`config.mk`:
```
export PLATFORM = sky130hd
export DESIGN_NAME = wave_capture_flat
export DESIGN_NICKNAME = d
export VERILOG_FILES = /design/src/rtl/wave_capture_if.sv /design/src/rtl/wave_capture.sv /design/src/flat_wrapper.sv
export SDC_FILE = /design/constraint.sdc
export NUM_CORES = 2
export LEC_CHECK = 0
export BUFFER_PORTS_ARGS = -buffer_cell sky130_fd_sc_hd__buf_2
export CELL_PAD_IN_SITES_DETAIL_PLACEMENT = 1
export CELL_PAD_IN_SITES_GLOBAL_PLACEMENT = 1
export CORE_MARGIN = 4
export CORE_UTILIZATION = 45
export CTS_CLUSTER_DIAMETER = 150
export DETAILED_ROUTE_END_ITERATION = 12
export GPL_TIMING_DRIVEN = 0
export PLACE_DENSITY = 0.68
export RECOVER_POWER = 25
export SLEW_MARGIN = 10
export SYNTH_ARGS = -nofsm -noshare
export SYNTH_HDL_FRONTEND = slang
export SYNTH_SLANG_ARGS = --single-unit
```
`constraint.sdc`:
```
create_clock -name clk -period 7.05 [get_ports clk]
set_clock_uncertainty 0.2 [all_clocks]
set_input_delay 2.115 -clock clk [delete_from_list [all_inputs] [get_ports clk]]
set_output_delay 2.115 -clock clk [all_outputs]
set_load 0.02 [all_outputs]
```
`src/rtl/wave_capture_if.sv`:
```
// Readout port of the capture buffer: request index in, sample and valid strobe back.
interface wave_capture_if #(
    parameter int unsigned DATA_W = 8,
    parameter int unsigned ADDR_W = 8
);
    logic              rd_en;
    logic [ADDR_W-1:0] rd_addr;
    logic [DATA_W-1:0] rd_data;
    logic              rd_valid;

    modport master (output rd_en, rd_addr, input rd_data, rd_valid);
    modport slave  (input rd_en, rd_addr, output rd_data, rd_valid);
endinterface

```
`src/rtl/wave_capture.sv`:
```
// Triggered waveform capture into a circular buffer; frozen record is read back
// oldest-first through a 1-cycle-latency port.
module wave_capture #(
    parameter int unsigned DATA_W = 8,
    parameter int unsigned ADDR_W = 8,
    parameter int unsigned DIV_W  = 16
) (
    input  logic              clk,
    input  logic              rst,
    input  logic [DATA_W-1:0] wave_in,
    input  logic [DIV_W-1:0]  div,
    input  logic [DATA_W-1:0] trig_level,
    input  logic [ADDR_W-1:0] post_count,
    input  logic              arm,
    input  logic              abort,
    output logic              armed,
    output logic              busy,
    output logic              done,
    output logic [ADDR_W-1:0] trig_index,
    wave_capture_if.slave     rd
);
    localparam int unsigned       DEPTH = 2 ** ADDR_W;
    localparam logic [ADDR_W-1:0] LAST  = ADDR_W'(DEPTH - 1);

    typedef enum logic [1:0] {IDLE, ARMED, POST, DONE} state_t;

    state_t            state, state_next;
    logic [DIV_W-1:0]  div_l, div_cnt;
    logic [DATA_W-1:0] trig_l, prev;
    logic [ADDR_W-1:0] post_l, post_rem, wr_ptr, fill_cnt;
    logic              prev_valid;
    logic [DATA_W-1:0] mem [DEPTH];
    logic [DATA_W-1:0] rd_data;
    logic              rd_valid;
    logic              active_c, strobe_c, trig_c, arm_c, rd_ok_c;

    assign active_c = (state == ARMED) || (state == POST);
    assign strobe_c = active_c && (div_cnt == div_l);
    assign arm_c    = arm && !abort && ((state == IDLE) || (state == DONE));
    assign rd_ok_c  = (state == DONE) && rd.rd_en;
    // trig_index doubles as the pre-fill requirement (DEPTH-1-post_l)
    assign trig_c   = (state == ARMED) && strobe_c && prev_valid &&
                      (prev < trig_l) && (wave_in >= trig_l) && (fill_cnt >= trig_index);

    // Next-state logic; abort overrides everything else
    always_comb begin
        state_next = state;
        unique case (state)
            IDLE:    if (arm) state_next = ARMED;
            ARMED:   if (trig_c) state_next = (post_l == '0) ? DONE : POST;
            POST:    if (strobe_c && (post_rem == ADDR_W'(1))) state_next = DONE;
            DONE:    if (arm) state_next = ARMED;
            default: state_next = IDLE;
        endcase
        if (abort) state_next = IDLE;
    end

    // State register with status flags registered from the next state
    always_ff @(posedge clk or negedge rst) begin
        if (!rst) begin
            state <= IDLE;
            armed <= 1'b0;
            busy  <= 1'b0;
            done  <= 1'b0;
        end else begin
            state <= state_next;
            armed <= (state_next == ARMED);
            busy  <= (state_next == ARMED) || (state_next == POST);
            done  <= (state_next == DONE);
        end
    end

    // Capture control: configuration latch, strobe divider, pointers and counters
    always_ff @(posedge clk or negedge rst) begin
        if (!rst) begin
            div_l      <= '0;
            trig_l     <= '0;
            post_l     <= '0;
            trig_index <= '0;
            wr_ptr     <= '0;
            fill_cnt   <= '0;
            div_cnt    <= '0;
            prev       <= '0;
            prev_valid <= 1'b0;
            post_rem   <= '0;
        end else if (arm_c) begin
            div_l      <= div;
            trig_l     <= trig_level;
            // post_count is ADDR_W wide, so it cannot exceed DEPTH-1
            post_l     <= post_count;
            trig_index <= LAST - post_count;
            fill_cnt   <= '0;
            prev_valid <= 1'b0;
            div_cnt    <= '0;
        end else if (strobe_c) begin
            div_cnt    <= '0;
            wr_ptr     <= wr_ptr + ADDR_W'(1);
            prev       <= wave_in;
            prev_valid <= 1'b1;
            if ((state == ARMED) && (fill_cnt != LAST)) fill_cnt <= fill_cnt + ADDR_W'(1);
            if (trig_c) post_rem <= post_l;
            else if (state == POST) post_rem <= post_rem - ADDR_W'(1);
        end else if (active_c) begin
            div_cnt <= div_cnt + DIV_W'(1);
        end
    end

    // Sample storage, deliberately not reset
    always_ff @(posedge clk) begin
        if (strobe_c) mem[wr_ptr] <= wave_in;
    end

    // Readout: wr_ptr points at the oldest sample once frozen
    always_ff @(posedge clk or negedge rst) begin
        if (!rst) begin
            rd_data  <= '0;
            rd_valid <= 1'b0;
        end else begin
            rd_valid <= rd_ok_c;
            if (rd_ok_c) rd_data <= mem[ADDR_W'(wr_ptr + rd.rd_addr)];
        end
    end

    assign rd.rd_data  = rd_data;
    assign rd.rd_valid = rd_valid;
endmodule

```
`src/flat_wrapper.sv`:
```
// flat-port wrapper written by rule: the top's interface ports become plain ports
module wave_capture_flat 
#(
    parameter int unsigned DATA_W = 8,
    parameter int unsigned ADDR_W = 8,
    parameter int unsigned DIV_W  = 16
)
  (clk, rst, wave_in, div, trig_level, post_count, arm, abort, armed, busy, done, trig_index, rd_rd_en, rd_rd_addr, rd_rd_data, rd_rd_valid);
  wave_capture_if #(.DATA_W(DATA_W), .ADDR_W(ADDR_W)) rd_i ();
  input  logic clk;
  input  logic rst;
  input  logic [DATA_W-1:0] wave_in;
  input  logic [DIV_W-1:0] div;
  input  logic [DATA_W-1:0] trig_level;
  input  logic [ADDR_W-1:0] post_count;
  input  logic arm;
  input  logic abort;
  output logic armed;
  output logic busy;
  output logic done;
  output logic [ADDR_W-1:0] trig_index;
  input wire logic [$bits(rd_i.rd_en)-1:0] rd_rd_en;
  input wire logic [$bits(rd_i.rd_addr)-1:0] rd_rd_addr;
  output wire logic [$bits(rd_i.rd_data)-1:0] rd_rd_data;
  output wire logic [$bits(rd_i.rd_valid)-1:0] rd_rd_valid;
  assign rd_i.rd_en = rd_rd_en;
  assign rd_i.rd_addr = rd_rd_addr;
  assign rd_rd_data = rd_i.rd_data;
  assign rd_rd_valid = rd_i.rd_valid;
  wave_capture #(.DATA_W(DATA_W), .ADDR_W(ADDR_W), .DIV_W(DIV_W)) u_core (.clk(clk), .rst(rst), .wave_in(wave_in), .div(div), .trig_level(trig_level), .post_count(post_count), .arm(arm), .abort(abort), .armed(armed), .busy(busy), .done(done), .trig_index(trig_index), .rd(rd_i));
endmodule
```
* Yosys cells after proc, flatten, opt, wreduce, memory -nomap -nowiden
Memory sizes are Yosys's and may differ from the RTL's. A register that Yosys moved wholly into a read port is not among the register bits.
Index checks and enable logic that the tools add are counted.
Widths: inputs -> output; s select.
** Cells by class
- $add $sub $neg :: 6
- $mul :: 0
- Div/mod/pow operators :: 0
- Order comparisons :: 3
- Equal/unequal tests :: 9
- Shift operators :: 0
- Multiplexer cells :: 18
- Bitwise gates (word level) :: 1
- Reduce and logical (&&, ||, !) cells :: 26
** Operator list (number)
- $mux 16 :: 3
- $mux 8 :: 5
- $add 16x1->16 const B :: 1
- $add 8x1->8 const B :: 2
- $eq 16x16->1 :: 1
- $ge 8x8->1 :: 2
- $logic_and 1x1->1 :: 11
- $add 8x8->8 :: 1
- $eq 2x2->1 const B :: 4
- $eq 8x1->1 const B :: 1
- $logic_not 8->1 :: 1
- $lt 8x8->1 :: 1
- $mux 2 :: 4
- $ne 8x8->1 const B :: 1
- $sub 8x1->8 const B :: 1
- $sub 8x8->8 const A :: 1
- $pmux 2 s3 :: 1
- $reduce_bool 2->1 :: 3
- $mux 1 :: 5
- $eq 2x1->1 const B :: 2
- $reduce_and 2->1 :: 2
- $logic_or 1x1->1 :: 3
- $reduce_and 3->1 :: 1
- $reduce_bool 3->1 :: 1
- other kinds (4) :: 5
** Storage, ports and cells
- Flip-flop bits (word level) :: 95
- Latch bits :: 0
- Memory bits (writable) :: 2048
- ROM bits :: 0
- Input port bits :: 53
- Output and inout port bits :: 20
- Word-level logic and storage cells :: 79
- Memories :: 1
** Memory list
- u_core.mem :: words 256, bits a word 8, read ports 1, clocked after memory_dff 1, wr ports 1, RTL line wave_capture.sv:32 : logic [DATA_W-1:0] mem [DEPTH];

* Longest topological paths before layout
- Depth in word-level cells :: 13
- Gate-level depth with buffers :: 14
- Mapped depth without buffers :: 12

* Worst setup path after synthesis
No wires, ideal clock.
- Kind :: input -> register
- From :: input port rd_rd_addr[0]
- To :: register u_core.rd_data[2], in the netlist u_core.rd.rd_data[2] (read register of u_core.mem)
- Library setup time :: 0.131 ns
- Data arrival time :: 4.878 ns
- Data required time :: 6.719 ns
- Slack :: 1.841 ns
- Stages :: 11
- Path buffers :: 4
- Cell sequence :: ha_1 fa_1 buf_2 buf_6 buf_2 buf_2 mux4_2 mux4_2 mux2_2 o32ai_1 nor4_1
** On the way
- Word-level cells in the longest chain between the ends :: 1
** RTL lines
- start: declaration :: RTL line flat_wrapper.sv:23 : input wire logic [$bits(rd_i.rd_addr)-1:0] rd_rd_addr;
- $add 8x8->8 :: RTL line wave_capture.sv:120 : if (rd_ok_c) rd_data <= mem[ADDR_W'(wr_ptr + rd.rd_addr)];
- end: declaration :: RTL line wave_capture.sv:33 : logic [DATA_W-1:0] rd_data;
No other way between the ends.
A chain may end at the register's enable or synchronous reset.

* Worst setup path in the final report
Ends and elaborated chain as after synthesis.

==> results_dict.tcl <==
set metrics [dict create \
    outcome "finished with violations" \
    violations "capacitance limit, slew limit" \
    multiInputGateArea_mm2 0.0197 \
    root_buffer "clkbuf_16" \
    area_delta_synth_final_pct 13.2 \
    ys_seq_area_share_pct 75.2 \
    path_max_fanout 10 \
    critPathLaunch "rd_rd_addr[0]" \
    p_leak_uw 0.0309 \
    netlist_area_mm2 0.0852 \
    grt_usage_pct 24.6 \
    postSynth.asyncResetShare_pct 4.79 \
    hpwl_mm 159 \
    maxSlewHeadroom_pct -222 \
    crit_path_start_kind "primary input" \
    ys_top_cells_by_area "edfxtp_1 72%, mux4_2 15%, dfrtp_1 3.0%" \
    layout.cells.non_filler 7319 \
    drc_errors 0 \
    dp_cells 6913 \
    crit_arrival_ns 7.03 \
    initial_core_util_pct 45.3 \
    drtPass1Iterations 5 \
    grt_pass1_vias 46200 \
    layout-drive-gt1-share_pct 23.6 \
    reg2reg_slack_ns 1.50 \
    drt-wirelength-per-cell_um 33.0 \
    rows 159 \
    ctsResizeCount 0 \
    r2r-start "u_core.wr_ptr[0]" \
    max-cap-violations 5 \
    nets 4733 \
    layout_common_cells "2048 x edfxtp_1, 562 x mux4_2, 440 x nand2_1" \
    ys_seq_elements 2151 \
    nFillCells 16900 \
    power.density_mw_per_mm2 331 \
    grt_pass1_wl_mm 344 \
    overflow 0 \
    setup_violations 0 \
    synth_flop_cell "edfxtp_1" \
    min_path_type "flip-flop to flip-flop" \
    netlist.area_leader.share_pct 72.2 \
    numPortBuffers 72 \
    r2r-end "u_core.rd.rd_data[2]" \
    dp_slack_ns -0.292 \
    core-area_mm2 0.188 \
    yosysTopAreaCell "edfxtp_1" \
    grt_max_degree 135 \
    period_needed_ns 6.56 \
    maxSlewViolCount 497 \
    die_w_um 443 \
    clock_latency_ns 0.84 \
    path_class "primary input to flip-flop" \
    synth_cell_types 68 \
    cp-endpoint "u_core.rd.rd_data[2]" \
    fin_ws_ns 0.494 \
    cts_tree "yes" \
    cts_buffers 216 \
    design_area_mm2 0.0964 \
    cts.reportedPaths.clkPinSlew_ns 0.07 \
    syn_inst 4322 \
    end_kind "flip-flop" \
    rsz0062_at_grt "false" \
    ys_warn_count 0 \
    gp_congestion 0.850 \
    synth_edf_count 2048 \
    clockBufferDepth 3 \
    cts_hold_buf 0 \
    max_freq_mhz 153 \
    vias_per_cell 6.07 \
    ant_nets 0 \
    hold_ws_ns 0.283 \
    critical_path_required_ns 7.53 \
    routed_wl_mm 241 \
    top_level_ports 73 \
    placed_area_mm2 0.0894 \
    vias 44400 \
    drt_iter0_markers 5134 \
    antenna_found_initial 10 \
    cts_setup_buffers 0 \
    clock_sinks 2151 \
    h-tree-depth 4 \
    peakVddDrop_v 0.000237 \
    regArea_mm2 0.0641 \
    dieArea_mm2 0.196 \
    syn_nets 4419 \
    final_common_cell "edfxtp_1" \
    finalCritPeriodShare_pct 93.0 \
    rr_worst_depth 12 \
    worstMarginPinSlew_ns 4.83 \
    die_h_um 443 \
    hold_viol 0 \
    postSynthAreaPerCell_um2 19.7 \
]
worst min-delay path by stage:
stage | cells past startpoint | end | from | slack [ns]
after floorplan | 2 | u_core.prev_valid | u_core.prev_valid | 0.24
after global placement | 2 | u_core.prev_valid | u_core.prev_valid | 0.25
after detailed placement | 2 | u_core.prev_valid | u_core.prev_valid | 0.26
after CTS | 2 | u_core.prev_valid | u_core.prev_valid | 0.28
after global routing | 2 | u_core.prev_valid | u_core.prev_valid | 0.30
final | 2 | u_core.prev[0] | u_core.prev[0] | 0.28
worst max-delay path: stages:
cell	delay (ns)
buf_2	0.17
ha_1	0.25
fa_1	0.63
buf_2	0.28
buf_6	0.23
buf_4	0.42
buf_2	0.55
buf_2	0.40
mux4_2	0.36
a211oi_1	0.50
a311oi_1	0.10
o32ai_1	0.80
nor4_1	0.19
cells in the mapped netlist (14+ instances only):
master	number
and2_1	23
a211oi_1	32
xnor2_1	22
o211ai_1	15
clkbuf_1	101
a21oi_1	69
nand3_1	56
a311oi_1	40
mux4_2	562
nand2_1	440
o22ai_1	14
xor2_1	31
ha_1	43
o21ai_0	47
nor4_1	17
and3_1	17
buf_4	36
nor2_1	303
buf_2	98
dfrtp_1	103
inv_1	34
edfxtp_1	2048
flip-flops by register name (all words and copies together), names as in the netlist:
register            count
u_core.fill_cnt         8
u_core.prev_valid       1
u_core.prev             8
u_core.rd.rd_valid      1
u_core.trig_index       8
u_core.done             1
u_core.rd.rd_data       8
u_core.trig_l           8
u_core.div_cnt         16
u_core.div_l           16
u_core.mem           2048
u_core.busy             1
u_core.armed            1
u_core.post_rem         8
u_core.wr_ptr           8
u_core.post_l           8
u_core.state            2
per-stage QoR:
stage          setup TNS, ns  utilization (%)  total power (µW)
2_1_floorplan              0                -             18200
3_3_place_gp          -28.48             47.1             20400
3_5_place_dp           -1.55             47.5             20500
4_1_cts                    0             51.4             32100
5_1_grt                    0             51.3             32900
6_report                   0             51.3             31900
report_power, final:
part | internal, µW | switching [µW] | total [µW]
clock network | 6750 | 4940 | 11700
logic | 2510 | 3540 | 6050
registers | 14100 | 73.7 | 14200
total | 23300 | 8550 | 31900
layer usage:
layer  share of wire [%]  global-route usage [%]  wire (µm)
met1                  39                    33.6      95200
met5               0.011                       0         27
met2                  49                    39.7     117000
met3                 8.0                    4.46      19300
met4                 4.0                    9.36       9660
cell type report:
type	count	area share (%)
antenna	3	0.00778
buffer	249	1.30
clock buffer	267	5.89
clock inverter	136	1.56
inverter	35	0.136
multi-input combinational	1887	20.4
sequential	2151	66.4
tap	2495	3.24
timing repair buffer	96	0.985
cell families (layout without fill, tap and decap cells):
| kind of cell | count (synthesis) | after routing | share of synthesized area, % |
|---|---|---|---|
| XOR/XNOR | 55 | 55 | 0.597 |
| adder cells (fa/ha/maj) | 44 | 44 | 0.655 |
| buffers and inverters | 284 | 783 | 1.60 |
| AO/OA/AOI/OAI | 278 | 278 | 2.23 |
| flip-flops | 2151 | 2151 | 75.2 |
| AND/OR/NAND/NOR | 937 | 937 | 4.67 |
| multiplexers | 573 | 573 | 15.0 |
| other | 0 | 3 | 0 |
No activity file was read; power rests on OpenSTA's default activity.
